**src/rtl/bw_game_ctrl_pkg.sv**
```systemverilog
// Shared definitions for the black-and-white tile game controller.
// Holds the display state codes, verdict encodings and tile-bank constants
// used by the controller, the tile banks and anything decoding the status bus.
package bw_game_ctrl_pkg;

    // Display state codes; 3'b111 is deliberately left out and recovers to INIT.
    typedef enum logic [2:0] {
        ST_INIT     = 3'b000,
        ST_RASP     = 3'b001,
        ST_BAWP     = 3'b010,
        ST_P1_TURN  = 3'b011,
        ST_P2_TURN  = 3'b100,
        ST_MATCH    = 3'b101,
        ST_GAMEOVER = 3'b110
    } state_t;

    // Round verdict encoding
    localparam logic [1:0] MR_NONE = 2'b00;
    localparam logic [1:0] MR_DRAW = 2'b01;
    localparam logic [1:0] MR_P1   = 2'b10;
    localparam logic [1:0] MR_P2   = 2'b11;

    // Game verdict encoding
    localparam logic [1:0] GR_NONE = 2'b00;
    localparam logic [1:0] GR_DRAW = 2'b01;
    localparam logic [1:0] GR_P1   = 2'b10;
    localparam logic [1:0] GR_P2   = 2'b11;

    // Tiles are 0..8: five even (black) and four odd (white) per player
    localparam logic [3:0] TILE_MAX   = 4'd8;
    localparam int         TILE_SLOTS = 9;
    localparam logic [3:0] BLACK_INIT = 4'd5;
    localparam logic [3:0] WHITE_INIT = 4'd4;

endpackage

```
**src/rtl/bw_game_ctrl_if.sv**
```systemverilog
// Input/status bus between the button/switch front end and the game controller.
// master: drives start/confirm/card_sel and reads status (front end / bench).
// slave : the controller, consuming inputs and driving every status field.
interface bw_game_ctrl_if;
    import bw_game_ctrl_pkg::*;

    logic       start;
    logic       confirm;
    logic [3:0] card_sel;
    logic [2:0] state;
    logic [3:0] round;
    logic [3:0] win;
    logic [3:0] lose;
    logic [3:0] p1_black;
    logic [3:0] p1_white;
    logic [3:0] p2_black;
    logic [3:0] p2_white;
    logic [1:0] matchresult;
    logic [1:0] gameresult;
    logic       card_err;

    modport master (
        output start, confirm, card_sel,
        input  state, round, win, lose, p1_black, p1_white, p2_black, p2_white,
               matchresult, gameresult, card_err
    );

    modport slave (
        input  start, confirm, card_sel,
        output state, round, win, lose, p1_black, p1_white, p2_black, p2_white,
               matchresult, gameresult, card_err
    );

endinterface

```
**src/rtl/bw_tile_bank.sv**
```systemverilog
// One player's tile bank: 9-bit used mask plus remaining black/white counts.
// Ports: clk/reset; clear_i reloads a full bank; commit_i consumes tile_i if valid;
// valid_o = tile in range and unused (combinational); black_o/white_o = remaining.
module bw_tile_bank
    import bw_game_ctrl_pkg::*;
(
    input  logic       clk,
    input  logic       reset,
    input  logic       clear_i,
    input  logic       commit_i,
    input  logic [3:0] tile_i,
    output logic       valid_o,
    output logic [3:0] black_o,
    output logic [3:0] white_o
);

    logic [TILE_SLOTS-1:0] used_q, used_d;
    logic [3:0]            black_q, white_q;
    logic                  used_hit;

    // Decode the tile with a loop so out-of-range values simply match nothing
    always_comb begin
        used_hit = 1'b0;
        used_d   = used_q;
        for (int i = 0; i < TILE_SLOTS; i++) begin
            if (tile_i == 4'(i)) begin
                used_hit  = used_q[i];
                used_d[i] = 1'b1;
            end
        end
    end

    assign valid_o = (tile_i <= TILE_MAX) && !used_hit;

    always_ff @(posedge clk) begin
        if (reset || clear_i) begin
            used_q  <= '0;
            black_q <= BLACK_INIT;
            white_q <= WHITE_INIT;
        end else if (commit_i && valid_o) begin
            used_q <= used_d;
            // An unused tile guarantees its colour count is non-zero
            if (tile_i[0]) white_q <= white_q - 4'd1;
            else           black_q <= black_q - 4'd1;
        end
    end

    assign black_o = black_q;
    assign white_o = white_q;

endmodule

```
**src/rtl/bw_game_ctrl.sv**
```systemverilog
// Sequencing controller for the black-and-white tile game: state machine,
// round/score counters, per-player tile banks and round/game verdicts.
// Ports: clk, reset (sync, active-high), bus (slave modport: start/confirm/card_sel in, status out).
module bw_game_ctrl
    import bw_game_ctrl_pkg::*;
#(
    parameter int DWELL_CYCLES = 100000000,
    parameter int WIN_TARGET   = 5,
    parameter int NUM_ROUNDS   = 9
)(
    input  logic           clk,
    input  logic           reset,
    bw_game_ctrl_if.slave  bus
);

    localparam int DW = (DWELL_CYCLES > 1) ? $clog2(DWELL_CYCLES) : 1;

    state_t        state_q, state_d;
    logic [DW-1:0] dwell_q, dwell_d;
    logic [3:0]    round_q, round_d;
    logic [3:0]    win_q, win_d;
    logic [3:0]    lose_q, lose_d;
    logic [1:0]    mr_q, mr_d;
    logic [1:0]    gr_q, gr_d;
    logic          err_q, err_d;
    logic          leader_q, leader_d;      // 0 = P1 leads, 1 = P2 leads
    logic [3:0]    p1_tile_q, p1_tile_d;
    logic [3:0]    p2_tile_q, p2_tile_d;

    logic          p1_valid, p2_valid;
    logic          p1_commit, p2_commit;
    logic          bank_clr;
    logic          enter_match;
    logic          dwell_state, dwell_done;
    logic [3:0]    cmp_p1, cmp_p2;

    bw_tile_bank u_p1_bank (
        .clk      (clk),
        .reset    (reset),
        .clear_i  (bank_clr),
        .commit_i (p1_commit),
        .tile_i   (bus.card_sel),
        .valid_o  (p1_valid),
        .black_o  (bus.p1_black),
        .white_o  (bus.p1_white)
    );

    bw_tile_bank u_p2_bank (
        .clk      (clk),
        .reset    (reset),
        .clear_i  (bank_clr),
        .commit_i (p2_commit),
        .tile_i   (bus.card_sel),
        .valid_o  (p2_valid),
        .black_o  (bus.p2_black),
        .white_o  (bus.p2_white)
    );

    assign dwell_state = (state_q == ST_RASP) || (state_q == ST_BAWP) || (state_q == ST_MATCH);
    assign dwell_done  = (dwell_q == DW'(DWELL_CYCLES - 1));

    // The follower's tile is registered on the same edge that enters MATCH,
    // so the comparison takes it straight from the switches.
    assign cmp_p1 = (state_q == ST_P1_TURN) ? bus.card_sel : p1_tile_q;
    assign cmp_p2 = (state_q == ST_P2_TURN) ? bus.card_sel : p2_tile_q;

    always_comb begin
        state_d     = state_q;
        round_d     = round_q;
        win_d       = win_q;
        lose_d      = lose_q;
        mr_d        = mr_q;
        gr_d        = gr_q;
        err_d       = 1'b0;
        leader_d    = leader_q;
        p1_tile_d   = p1_tile_q;
        p2_tile_d   = p2_tile_q;
        p1_commit   = 1'b0;
        p2_commit   = 1'b0;
        bank_clr    = 1'b0;
        enter_match = 1'b0;

        case (state_q)
            ST_INIT, ST_GAMEOVER: begin
                if (bus.start) begin
                    state_d   = ST_RASP;
                    round_d   = 4'd1;
                    win_d     = 4'd0;
                    lose_d    = 4'd0;
                    mr_d      = MR_NONE;
                    gr_d      = GR_NONE;
                    leader_d  = 1'b0;
                    p1_tile_d = 4'd0;
                    p2_tile_d = 4'd0;
                    bank_clr  = 1'b1;
                end
            end
            ST_RASP: begin
                if (dwell_done) state_d = leader_q ? ST_P2_TURN : ST_P1_TURN;
            end
            ST_BAWP: begin
                if (dwell_done) state_d = leader_q ? ST_P1_TURN : ST_P2_TURN;
            end
            ST_P1_TURN: begin
                if (bus.confirm) begin
                    if (p1_valid) begin
                        p1_commit = 1'b1;
                        p1_tile_d = bus.card_sel;
                        if (!leader_q) state_d = ST_BAWP;
                        else begin
                            state_d     = ST_MATCH;
                            enter_match = 1'b1;
                        end
                    end else begin
                        err_d = 1'b1;
                    end
                end
            end
            ST_P2_TURN: begin
                if (bus.confirm) begin
                    if (p2_valid) begin
                        p2_commit = 1'b1;
                        p2_tile_d = bus.card_sel;
                        if (leader_q) state_d = ST_BAWP;
                        else begin
                            state_d     = ST_MATCH;
                            enter_match = 1'b1;
                        end
                    end else begin
                        err_d = 1'b1;
                    end
                end
            end
            ST_MATCH: begin
                if (dwell_done) begin
                    if (win_q == 4'(WIN_TARGET) || lose_q == 4'(WIN_TARGET) ||
                        round_q == 4'(NUM_ROUNDS)) begin
                        state_d = ST_GAMEOVER;
                        if (win_q > lose_q)      gr_d = GR_P1;
                        else if (lose_q > win_q) gr_d = GR_P2;
                        else                     gr_d = GR_DRAW;
                    end else begin
                        state_d = ST_RASP;
                        mr_d    = MR_NONE;
                        if (round_q < 4'(NUM_ROUNDS)) round_d = round_q + 4'd1;
                    end
                end
            end
            default: state_d = ST_INIT;
        endcase

        // Round verdict; a draw leaves the leader where it was
        if (enter_match) begin
            if (cmp_p1 > cmp_p2) begin
                mr_d     = MR_P1;
                leader_d = 1'b0;
                if (win_q < 4'(WIN_TARGET)) win_d = win_q + 4'd1;
            end else if (cmp_p2 > cmp_p1) begin
                mr_d     = MR_P2;
                leader_d = 1'b1;
                if (lose_q < 4'(WIN_TARGET)) lose_d = lose_q + 4'd1;
            end else begin
                mr_d = MR_DRAW;
            end
        end

        dwell_d = (dwell_state && state_d == state_q) ? dwell_q + DW'(1) : '0;
    end

    always_ff @(posedge clk) begin
        if (reset) begin
            state_q   <= ST_INIT;
            dwell_q   <= '0;
            round_q   <= 4'd1;
            win_q     <= 4'd0;
            lose_q    <= 4'd0;
            mr_q      <= MR_NONE;
            gr_q      <= GR_NONE;
            err_q     <= 1'b0;
            leader_q  <= 1'b0;
            p1_tile_q <= 4'd0;
            p2_tile_q <= 4'd0;
        end else begin
            state_q   <= state_d;
            dwell_q   <= dwell_d;
            round_q   <= round_d;
            win_q     <= win_d;
            lose_q    <= lose_d;
            mr_q      <= mr_d;
            gr_q      <= gr_d;
            err_q     <= err_d;
            leader_q  <= leader_d;
            p1_tile_q <= p1_tile_d;
            p2_tile_q <= p2_tile_d;
        end
    end

    assign bus.state       = state_q;
    assign bus.round       = round_q;
    assign bus.win         = win_q;
    assign bus.lose        = lose_q;
    assign bus.matchresult = mr_q;
    assign bus.gameresult  = gr_q;
    assign bus.card_err    = err_q;

endmodule

```
**src/flat_wrapper.sv**
```systemverilog
// flat-port wrapper written by rule: the top's interface ports become plain ports
module bw_game_ctrl_flat import bw_game_ctrl_pkg::*;
#(
    parameter int DWELL_CYCLES = 100000000,
    parameter int WIN_TARGET   = 5,
    parameter int NUM_ROUNDS   = 9
)
  (clk, reset, bus_start, bus_confirm, bus_card_sel, bus_state, bus_round, bus_win, bus_lose, bus_p1_black, bus_p1_white, bus_p2_black, bus_p2_white, bus_matchresult, bus_gameresult, bus_card_err);
  bw_game_ctrl_if bus_i ();
  input  logic clk;
  input  logic reset;
  input wire logic [$bits(bus_i.start)-1:0] bus_start;
  input wire logic [$bits(bus_i.confirm)-1:0] bus_confirm;
  input wire logic [$bits(bus_i.card_sel)-1:0] bus_card_sel;
  output wire logic [$bits(bus_i.state)-1:0] bus_state;
  output wire logic [$bits(bus_i.round)-1:0] bus_round;
  output wire logic [$bits(bus_i.win)-1:0] bus_win;
  output wire logic [$bits(bus_i.lose)-1:0] bus_lose;
  output wire logic [$bits(bus_i.p1_black)-1:0] bus_p1_black;
  output wire logic [$bits(bus_i.p1_white)-1:0] bus_p1_white;
  output wire logic [$bits(bus_i.p2_black)-1:0] bus_p2_black;
  output wire logic [$bits(bus_i.p2_white)-1:0] bus_p2_white;
  output wire logic [$bits(bus_i.matchresult)-1:0] bus_matchresult;
  output wire logic [$bits(bus_i.gameresult)-1:0] bus_gameresult;
  output wire logic [$bits(bus_i.card_err)-1:0] bus_card_err;
  assign bus_i.start = bus_start;
  assign bus_i.confirm = bus_confirm;
  assign bus_i.card_sel = bus_card_sel;
  assign bus_state = bus_i.state;
  assign bus_round = bus_i.round;
  assign bus_win = bus_i.win;
  assign bus_lose = bus_i.lose;
  assign bus_p1_black = bus_i.p1_black;
  assign bus_p1_white = bus_i.p1_white;
  assign bus_p2_black = bus_i.p2_black;
  assign bus_p2_white = bus_i.p2_white;
  assign bus_matchresult = bus_i.matchresult;
  assign bus_gameresult = bus_i.gameresult;
  assign bus_card_err = bus_i.card_err;
  bw_game_ctrl #(.DWELL_CYCLES(DWELL_CYCLES), .WIN_TARGET(WIN_TARGET), .NUM_ROUNDS(NUM_ROUNDS)) u_core (.clk(clk), .reset(reset), .bus(bus_i));
endmodule
```
**config.mk**
```make
export PLATFORM = sky130hd
export DESIGN_NAME = bw_game_ctrl_flat
export DESIGN_NICKNAME = d
export VERILOG_FILES = /design/src/rtl/bw_game_ctrl_pkg.sv /design/src/rtl/bw_game_ctrl_if.sv /design/src/rtl/bw_tile_bank.sv /design/src/rtl/bw_game_ctrl.sv /design/src/flat_wrapper.sv
export SDC_FILE = /design/constraint.sdc
export NUM_CORES = 1
export LEC_CHECK = 0
export CAP_MARGIN = 20
export CORE_MARGIN = 2
export CORE_UTILIZATION = 45
export CTS_BUF_LIST = sky130_fd_sc_hd__clkbuf_8
export DETAILED_ROUTE_END_ITERATION = 12
export DONT_BUFFER_PORTS = 1
export HOLD_SLACK_MARGIN = 0.12
export SLEW_MARGIN = 40
export SYNTH_ARGS = -nofsm -noshare
export SYNTH_HDL_FRONTEND = slang
export SYNTH_HIERARCHICAL = 1
export SYNTH_SLANG_ARGS = --single-unit
```
**constraint.sdc**
```tcl
create_clock -name clk -period 3.5 [get_ports clk]
set_clock_uncertainty 0.1 [all_clocks]
set_input_delay 0.35 -clock clk [delete_from_list [all_inputs] [get_ports clk]]
set_output_delay 0.35 -clock clk [all_outputs]
set_load 0.005 [all_outputs]
```
### Word level (Yosys, flattened, before mapping)

Index checks and enable logic that the tools add are counted.

| storage, ports and cells | value |
|---|---|
| memories kept | 0 |
| memory bits (read-only) | 0 |
| bits of input ports | 8 |
| register bits after elaboration | 90 |
| word-level logic and storage cells | 223 |
| bits in latches | 0 |
| output and inout bits | 36 |
| RAM bits | 0 |

| cells by class | value |
|---|---|
| reductions and logical operators | 47 |
| divide/modulo/power cells | 0 |
| eq/ne operators | 31 |
| order comparisons | 8 |
| multipliers | 0 |
| muxes and demuxes | 94 |
| add/subtract/negate cells | 8 |
| shift operators | 0 |
| bitwise logic cells | 2 |

Operators by type and width:

| cell | number |
|---|---|
| two-way mux 4 bit | 22 |
| AND reduction 2 bit | 22 |
| two-way mux 1 bit | 41 |
| two-way mux 3 bit | 13 |
| adder 27 x 1 -> 27 bit, second input constant | 1 |
| equality test 27 bit, second input constant | 1 |
| equality test 4 x 3 -> 1 bit, second input constant | 6 |
| one-hot mux 4 bit (2 select lines) | 3 |
| two-way mux 2 bit | 10 |
| one-hot mux 3 bit (6 select lines) | 1 |
| greater-than comparator 4 bit | 4 |
| != test 2 bit, second input constant | 8 |
| AND reduction 4 bit | 4 |
| subtractor 4 x 1 -> 4 bit, second input constant | 4 |
| adder 4 x 1 -> 4 bit, second input constant | 3 |
| equality test 3 bit, second input constant | 3 |
| equality test 4 x 2 -> 1 bit, second input constant | 2 |
| equality test 4 bit, second input constant | 2 |
| less-than comparator 4 x 3 -> 1 bit, second input constant | 2 |
| one-hot mux 2 bit (2 select lines) | 2 |
| equality test 3 x 2 -> 1 bit, second input constant | 2 |
| != test 3 x 2 -> 1 bit, second input constant | 2 |
| nonzero test 2 bit | 3 |
| logical AND 1 bit | 5 |
| 16 further kinds | 24 |

### Logic depth before layout (Yosys ltp)

| depth | value |
|---|---|
| depth after elaboration | 19 |
| mapped depth | 14 |
| mapped depth without buffers | 11 |

### Modules after synthesis

Netlist, hierarchy kept.

Modules (own cells, without submodules):

| module | times used | cells each | area each (sq um) | seq. area each (sq um) |
|---|---|---|---|---|
| bw_game_ctrl | 1 | 370 | 3084.2 | 1121.1 |
| bw_tile_bank (u_core.u_p2_bank) | 1 | 107 | 964.7 | 340.3 |
| bw_tile_bank (u_core.u_p1_bank) | 1 | 101 | 914.6 | 340.3 |

### Worst setup path before layout

No wires, ideal clock.

| path | value |
|---|---|
| path type | input to register |
| start | in bus_card_sel[1] |
| end | reg u_core.u_p1_bank.black_q[3], in the netlist u_core/u_p1_bank/black_o[3] |
| path buffers | 1 |
| required time | 3329 ps |
| data arrival time | 2608 ps |
| cell stages on the path | 12 |
| path slack | 721 ps |
| library setup time | 71 ps |
| path through | buf_6 nor4_1 a32oi_2 o21ai_2 or2_4 and2_4 nand2_1 nor2_1 nor2b_1 o211ai_2 or3_1 a21oi_1 |

| on the way | value |
|---|---|
| longest elaborated chain between the ends | 17 |
| elaborated cells between the ends (all ways) | 26 |
| classes of those cells | 1 x order compare; 8 x eq/ne; 12 x mux; 5 x reduce/logical |

Ends and longest elaborated chain:

| element | line | RTL |
|---|---|---|
| from (decl) | flat_wrapper.sv:14 | `input wire logic [$bits(bus_i.card_sel)-1:0] bus_card_sel;` |
| logical NOT 4 bit | bw_tile_bank.sv:26 | `if (tile_i == 4'(i)) begin` |
| two-way mux 1 bit (9 in series) | bw_tile_bank.sv:26 |  |
| logical NOT 1 bit | bw_tile_bank.sv:33 | `assign valid_o = (tile_i <= TILE_MAX) && !used_hit;` |
| logical AND 1 bit (*) | bw_tile_bank.sv:33 |  |
| via u_core.p1_valid | bw_game_ctrl.sv:30 | `logic p1_valid, p2_valid;` |
| two-way mux 1 bit (*) | bw_game_ctrl.sv:106 | `if (p1_valid) begin` |
| two-way mux 1 bit (*) | bw_game_ctrl.sv:105 | `if (bus.confirm) begin` |
| two-way mux 1 bit (*) | bw_game_ctrl.sv:83 | `case (state_q)` |
| via u_core.p1_commit | bw_game_ctrl.sv:31 | `logic p1_commit, p2_commit;` |
| logical AND 1 bit (*) | bw_tile_bank.sv:40 | `end else if (commit_i && valid_o) begin` |
| AND reduction 2 bit (no line) (*) | -- |  |
| to (signal assigned) | bw_tile_bank.sv:44 | `else black_q <= black_q - 4'd1;` |
| to (decl) | bw_tile_bank.sv:18 | `logic [3:0] black_q, white_q;` |

The timed path passes the listed nets; every way through them passes the cells marked *.
A chain may end at the register's enable or synchronous reset.

### Final worst setup path

| path | value |
|---|---|
| start | reg u_core.u_p2_bank.used_q[8] |
| end | reg u_core.win_q[2], in the netlist u_core/bus.win[2] |

| on the way | value |
|---|---|
| longest elaborated chain between the ends | 7 |

Ends and longest elaborated chain:

| element | line | RTL |
|---|---|---|
| from (decl) | bw_tile_bank.sv:17 | `logic [TILE_SLOTS-1:0] used_q, used_d;` |
| from (signal assigned) | bw_tile_bank.sv:41 | `used_q <= used_d;` |
| two-way mux 1 bit | bw_tile_bank.sv:26 |  |
| logical NOT 1 bit | bw_tile_bank.sv:33 |  |
| logical AND 1 bit | bw_tile_bank.sv:33 |  |
| via u_core.p2_valid | bw_game_ctrl.sv:30 |  |
| two-way mux 1 bit | bw_game_ctrl.sv:121 | `if (p2_valid) begin` |
| two-way mux 1 bit | bw_game_ctrl.sv:120 | `if (bus.confirm) begin` |
| one-hot mux 1 bit (2 select lines) | bw_game_ctrl.sv:83 |  |
| two-way mux 4 bit | bw_game_ctrl.sv:153 | `if (enter_match) begin` |
| to (signal assigned) | bw_game_ctrl.sv:187 | `win_q <= win_d;` |
| to (decl) | bw_game_ctrl.sv:21 | `logic [3:0] win_q, win_d;` |

The timed path passes the listed nets, and every way through them passes these cells.

==> flow_results.xml <==
<?xml version="1.0" encoding="UTF-8"?>
<metrics>
  <group name="clocking">
    <metric name="post_cts_resize_count" unit="">0</metric>
    <metric name="number_of_clock_sinks" unit="">90</metric>
    <metric name="clock_insertion_delay_worst_skew" unit="ns">0.38</metric>
    <metric name="max-clock-path-buffers" unit="">2</metric>
    <metric name="cts.reportedPaths.clkPinSlew" unit="ns">0.08</metric>
    <metric name="cts_inserted_buffers" unit="">9</metric>
    <metric name="root_buffer" unit="">clkbuf_8</metric>
    <metric name="tritoncts_clock_tree" unit="">yes</metric>
    <metric name="number_of_h_tree_levels" unit="">3</metric>
  </group>
  <group name="critical_path">
    <metric name="slowest_delay" unit="ns">0.38</metric>
    <metric name="endpoint_kind" unit="">flip-flop</metric>
    <metric name="worst_path_max_delay_cell" unit="">nor4_1</metric>
    <metric name="worst-endpoint-arrival" unit="ns">3.29</metric>
    <metric name="cp_bufs_invs" unit="">0</metric>
    <metric name="worst_setup_path_start_kind" unit="">flip-flop</metric>
    <metric name="path_cells" unit="">nor4_1 &gt; a32o_2 &gt; o21bai_4 &gt; or2_1 &gt; and3_2 &gt; nand3_4 &gt; a22o_2 &gt; nor3_4 &gt; mux2_1 &gt; a211oi_1</metric>
    <metric name="worst_path_required_time" unit="ns">3.69</metric>
    <metric name="critical_path_peak_fanout" unit="">6</metric>
    <metric name="worst_setup_path_class" unit="">flip-flop to flip-flop</metric>
    <metric name="cp_delay_by_family_top" unit="">simple AND/OR/NAND/NOR gates</metric>
  </group>
  <group name="sta">
    <metric name="hold_viol_final" unit="">0</metric>
    <metric name="worstMarginPinSlew" unit="ns">0.801</metric>
    <metric name="max_clock_freq" unit="GHz">0.322</metric>
    <metric name="timing.final.max_slew_violations" unit="">0</metric>
    <metric name="hold_slack" unit="ns">0.134</metric>
    <metric name="finalSetupViolations" unit="">0</metric>
    <metric name="finalWorstSetupSlack" unit="ns">0.395</metric>
    <metric name="total_negative_slack_for_setup_checks" unit="ns">0</metric>
    <metric name="final_period_minus_worst_setup_slack" unit="ns">3.11</metric>
    <metric name="slew-limit-headroom" unit="%">46.1</metric>
    <metric name="rsz0062_at_grt" unit="">no</metric>
    <metric name="final_worst_path_cycle_share" unit="%">88.7</metric>
  </group>
  <group name="power">
    <metric name="max-vdd-ir-drop" unit="mV">0.184</metric>
    <metric name="cellPowerDensity" unit="nW/um^2">340</metric>
    <metric name="finalPower" unit="mW">1.80</metric>
    <metric name="power.leakage" unit="nW">1.88</metric>
  </group>
  <group name="routing">
    <metric name="total_length_of_routed_wires" unit="um">11200</metric>
    <metric name="vias" unit="">4094</metric>
    <metric name="avgRoutedWirePerCell" unit="um">15.4</metric>
    <metric name="drt_first_iter_violations" unit="">226</metric>
    <metric name="route.detailed.drc" unit="">0</metric>
    <metric name="route.antenna.remaining_nets" unit="">0</metric>
    <metric name="via_per_inst" unit="">5.65</metric>
    <metric name="initial_drt_pass_iterations" unit="">5</metric>
  </group>
  <group name="logic_synthesis">
    <metric name="syn-cell-area" unit="sq um">4960</metric>
    <metric name="yosys_most_used_dff" unit="">dfxtp_1</metric>
    <metric name="netlist-cell-type-count" unit="">84</metric>
    <metric name="async_reset_ff_share" unit="%">0</metric>
    <metric name="largest_cells_by_area_after_synthesis" unit="">dfxtp_1 36%, ha_1 5.5%, nor2_1 5.3%, nand2_1 3.7%, nand3_1 3.4%</metric>
    <metric name="synth_top_area_share" unit="%">36.3</metric>
    <metric name="yosys.area.top_type" unit="">dfxtp_1</metric>
    <metric name="synth-seq-area-share" unit="%">36.3</metric>
    <metric name="ys_ff_latch" unit="">90</metric>
    <metric name="synthesis.yosys.warnings" unit="">6</metric>
    <metric name="synth.net_count" unit="">608</metric>
    <metric name="synth-edff-count" unit="">0</metric>
    <metric name="post_synth.cell_area_avg" unit="sq um">8.59</metric>
    <metric name="post_syn_instances" unit="">578</metric>
  </group>
  <group name="floorplanning">
    <metric name="fp.dieH" unit="um">109</metric>
    <metric name="floorplan.rows" unit="">38</metric>
    <metric name="die_width" unit="um">109</metric>
    <metric name="ioPinCount" unit="">44</metric>
    <metric name="start_util" unit="%">46.0</metric>
    <metric name="floorplan.die_area" unit="sq um">11900</metric>
    <metric name="core" unit="sq um">10800</metric>
  </group>
  <group name="hold_path">
    <metric name="hold_class" unit="">input pin to flip-flop</metric>
  </group>
  <group name="outcome">
    <metric name="status" unit="">complete, no violations</metric>
  </group>
  <group name="cells_and_area">
    <metric name="register_area" unit="sq um">1800</metric>
    <metric name="num-nets-final" unit="">611</metric>
    <metric name="multiInputGateArea" unit="sq um">2880</metric>
    <metric name="fillerInstances" unit="">1023</metric>
    <metric name="finish.cell_count_without_fillers" unit="">725</metric>
    <metric name="drive_above_1_share" unit="%">9.91</metric>
    <metric name="n_antenna_cell" unit="">0</metric>
    <metric name="area.growth.synth_to_final" unit="%">6.68</metric>
  </group>
  <group name="global_routing">
    <metric name="grt_pass1_vias" unit="">3803</metric>
    <metric name="grt_use_total" unit="%">19.6</metric>
    <metric name="antenna_found_initial" unit="">0</metric>
    <metric name="grt_pass1_wl" unit="um">18300</metric>
    <metric name="global_route.overflow_total" unit="">0</metric>
    <metric name="pin_count_of_the_biggest_net_entering_global_routing" unit="">33</metric>
  </group>
  <group name="flow_run">
    <metric name="number_of_max_capacitance_violations_reported" unit="">0</metric>
  </group>
  <group name="place">
    <metric name="detailedPlacementHpwl" unit="um">7480</metric>
    <metric name="routabilityCongestion" unit="">0.812</metric>
    <metric name="dp_cells" unit="">704</metric>
    <metric name="placement.io_buffers" unit="">0</metric>
    <metric name="place_worst_setup_slack" unit="ns">0.441</metric>
  </group>
</metrics>
-- power breakdown --
group          leakage, nW  total, mW  switching (mW)  internal [mW]
clock network       0.0938      0.651           0.364          0.287
registers            0.725       1.03         0.00252           1.03
logic                 1.06      0.124          0.0806         0.0431
-- worst register-to-register path, stage by stage (launching register included) --
cell and delay [ns]:
dfxtp_1 0.32, nor4_1 0.38, a32o_2 0.21, o21bai_4 0.15, or2_1 0.26, and3_2 0.29
nand3_4 0.12, a22o_2 0.29, nor3_4 0.28, mux2_1 0.37, a211oi_1 0.24
-- metal layers --
| layer | up-vias | share of wire (%) | track usage [%] |
|---|---|---|---|
| li1 | 2045 | - | - |
| met1 | 1946 | 46 | 24.4 |
| met2 | 88 | 46 | 31.5 |
| met3 | 15 | 6.1 | 5.86 |
| met4 | 0 | 1.9 | 8.24 |
| met5 | - | 0 | 0 |
-- registers in the layout, summed over array words and instances (netlist names) --
signal                    cells
u_core/bus.state              3
u_core/p2_tile_q              4
u_core/u_p2_bank/white_o      4
u_core/bus.round              4
u_core/u_p1_bank/used_q       9
u_core/bus.matchresult        2
u_core/bus.gameresult         2
u_core/bus.card_err           1
u_core/dwell_q               27
u_core/leader_q               1
u_core/u_p1_bank/black_o      4
u_core/p1_tile_q              4
u_core/bus.lose               4
u_core/u_p2_bank/used_q       9
u_core/u_p1_bank/white_o      4
u_core/u_p2_bank/black_o      4
u_core/bus.win                4
-- cells in the mapped netlist (5+ instances only) --
cell type  count
dfxtp_1       90
nor2_1        70
nand2_1       49
inv_1         38
nand3_1       34
a21oi_1       32
ha_1          22
o21ai_0       20
xnor2_1       17
or3_1         13
a31oi_1       11
and3_1        11
xor2_1        11
nor3_1        10
a41oi_1        8
nand3b_1       8
nor2b_1        8
clkbuf_1       7
buf_2          6
nand4_1        6
a22oi_1        5
mux2i_1        5
nand2b_1       5
-- through the flow --
stage | util [%] | area, sq um
floorplan | - | 4960
global placement | 47.0 | 5070
detailed placement | 47.0 | 5070
CTS | 49.1 | 5300
global route | 49.1 | 5300
finish | 49.1 | 5300
-- worst paths after layout --
path	from	to	slack (ns)	cells past startpoint
worst min register to register	u_core/p2_tile_q[3]$_SDFFE_PP0P_	u_core/p2_tile_q[3]$_SDFFE_PP0P_	0.36	2
worst max-delay path	u_core/u_p2_bank/used_q[8]$_SDFFE_PP0P_	u_core/bus.win[2]$_SDFF_PP0_	0.39	10
worst min-delay path	bus_card_sel[0]	u_core/u_p2_bank/used_q[2]$_SDFFE_PP0P_	0.13	3
worst max register to register	u_core/u_p2_bank/used_q[8]$_SDFFE_PP0P_	u_core/bus.win[2]$_SDFF_PP0_	0.39	10
-- placed cells by master (no fill, tap or decap), drive strengths merged, types with 4 or more instances in the layout --
cell	synthesis	final
mux2i	5	5
xor2	11	11
or2	4	4
o31ai	4	4
nand3	35	35
mux2	4	4
nor2b	9	9
clkbuf	8	11
dfxtp	90	90
and2b	5	5
a22oi	6	6
a32o	4	4
a41oi	9	9
nor3	11	11
and2	4	4
ha	22	22
or3	13	13
nand3b	8	8
and4	4	4
o21ai	23	23
nand2	50	50
and3	12	12
inv	38	40
nor2	70	70
nand2b	6	6
nand4	7	7
xnor2	17	17
buf	15	10
a21oi	33	33
a31oi	13	13
dlygate4sd3	0	5
-- cells by family (layout without fill, tap and decap cells) --
group	after synthesis	count (layout)	synth area share, %
xor gates and xnor gates	28	28	4.94
adders and majority gates	22	22	5.55
buffers and inverters	61	68	5.65
muxes	9	9	1.92
DFF	90	90	36.3
and+or+nand+nor	255	255	27.9
AOI/OAI and AO/OA	113	113	17.7
-- repair_timing --
action                    4_1_cts  5_1_grt
hold buffers                    6        0
setup buffers                   0        0
hold endpoints to repair       38        0
-- cell type report --
type	count	share of cell area, %
timing repair buffer	15	2.32
inverter	38	2.69
clock inverter	4	0.378
multi-input combinational	427	54.4
clock buffer	11	2.86
tap	140	3.31
sequential	90	34.0
(Power assumes the default switching activity.)
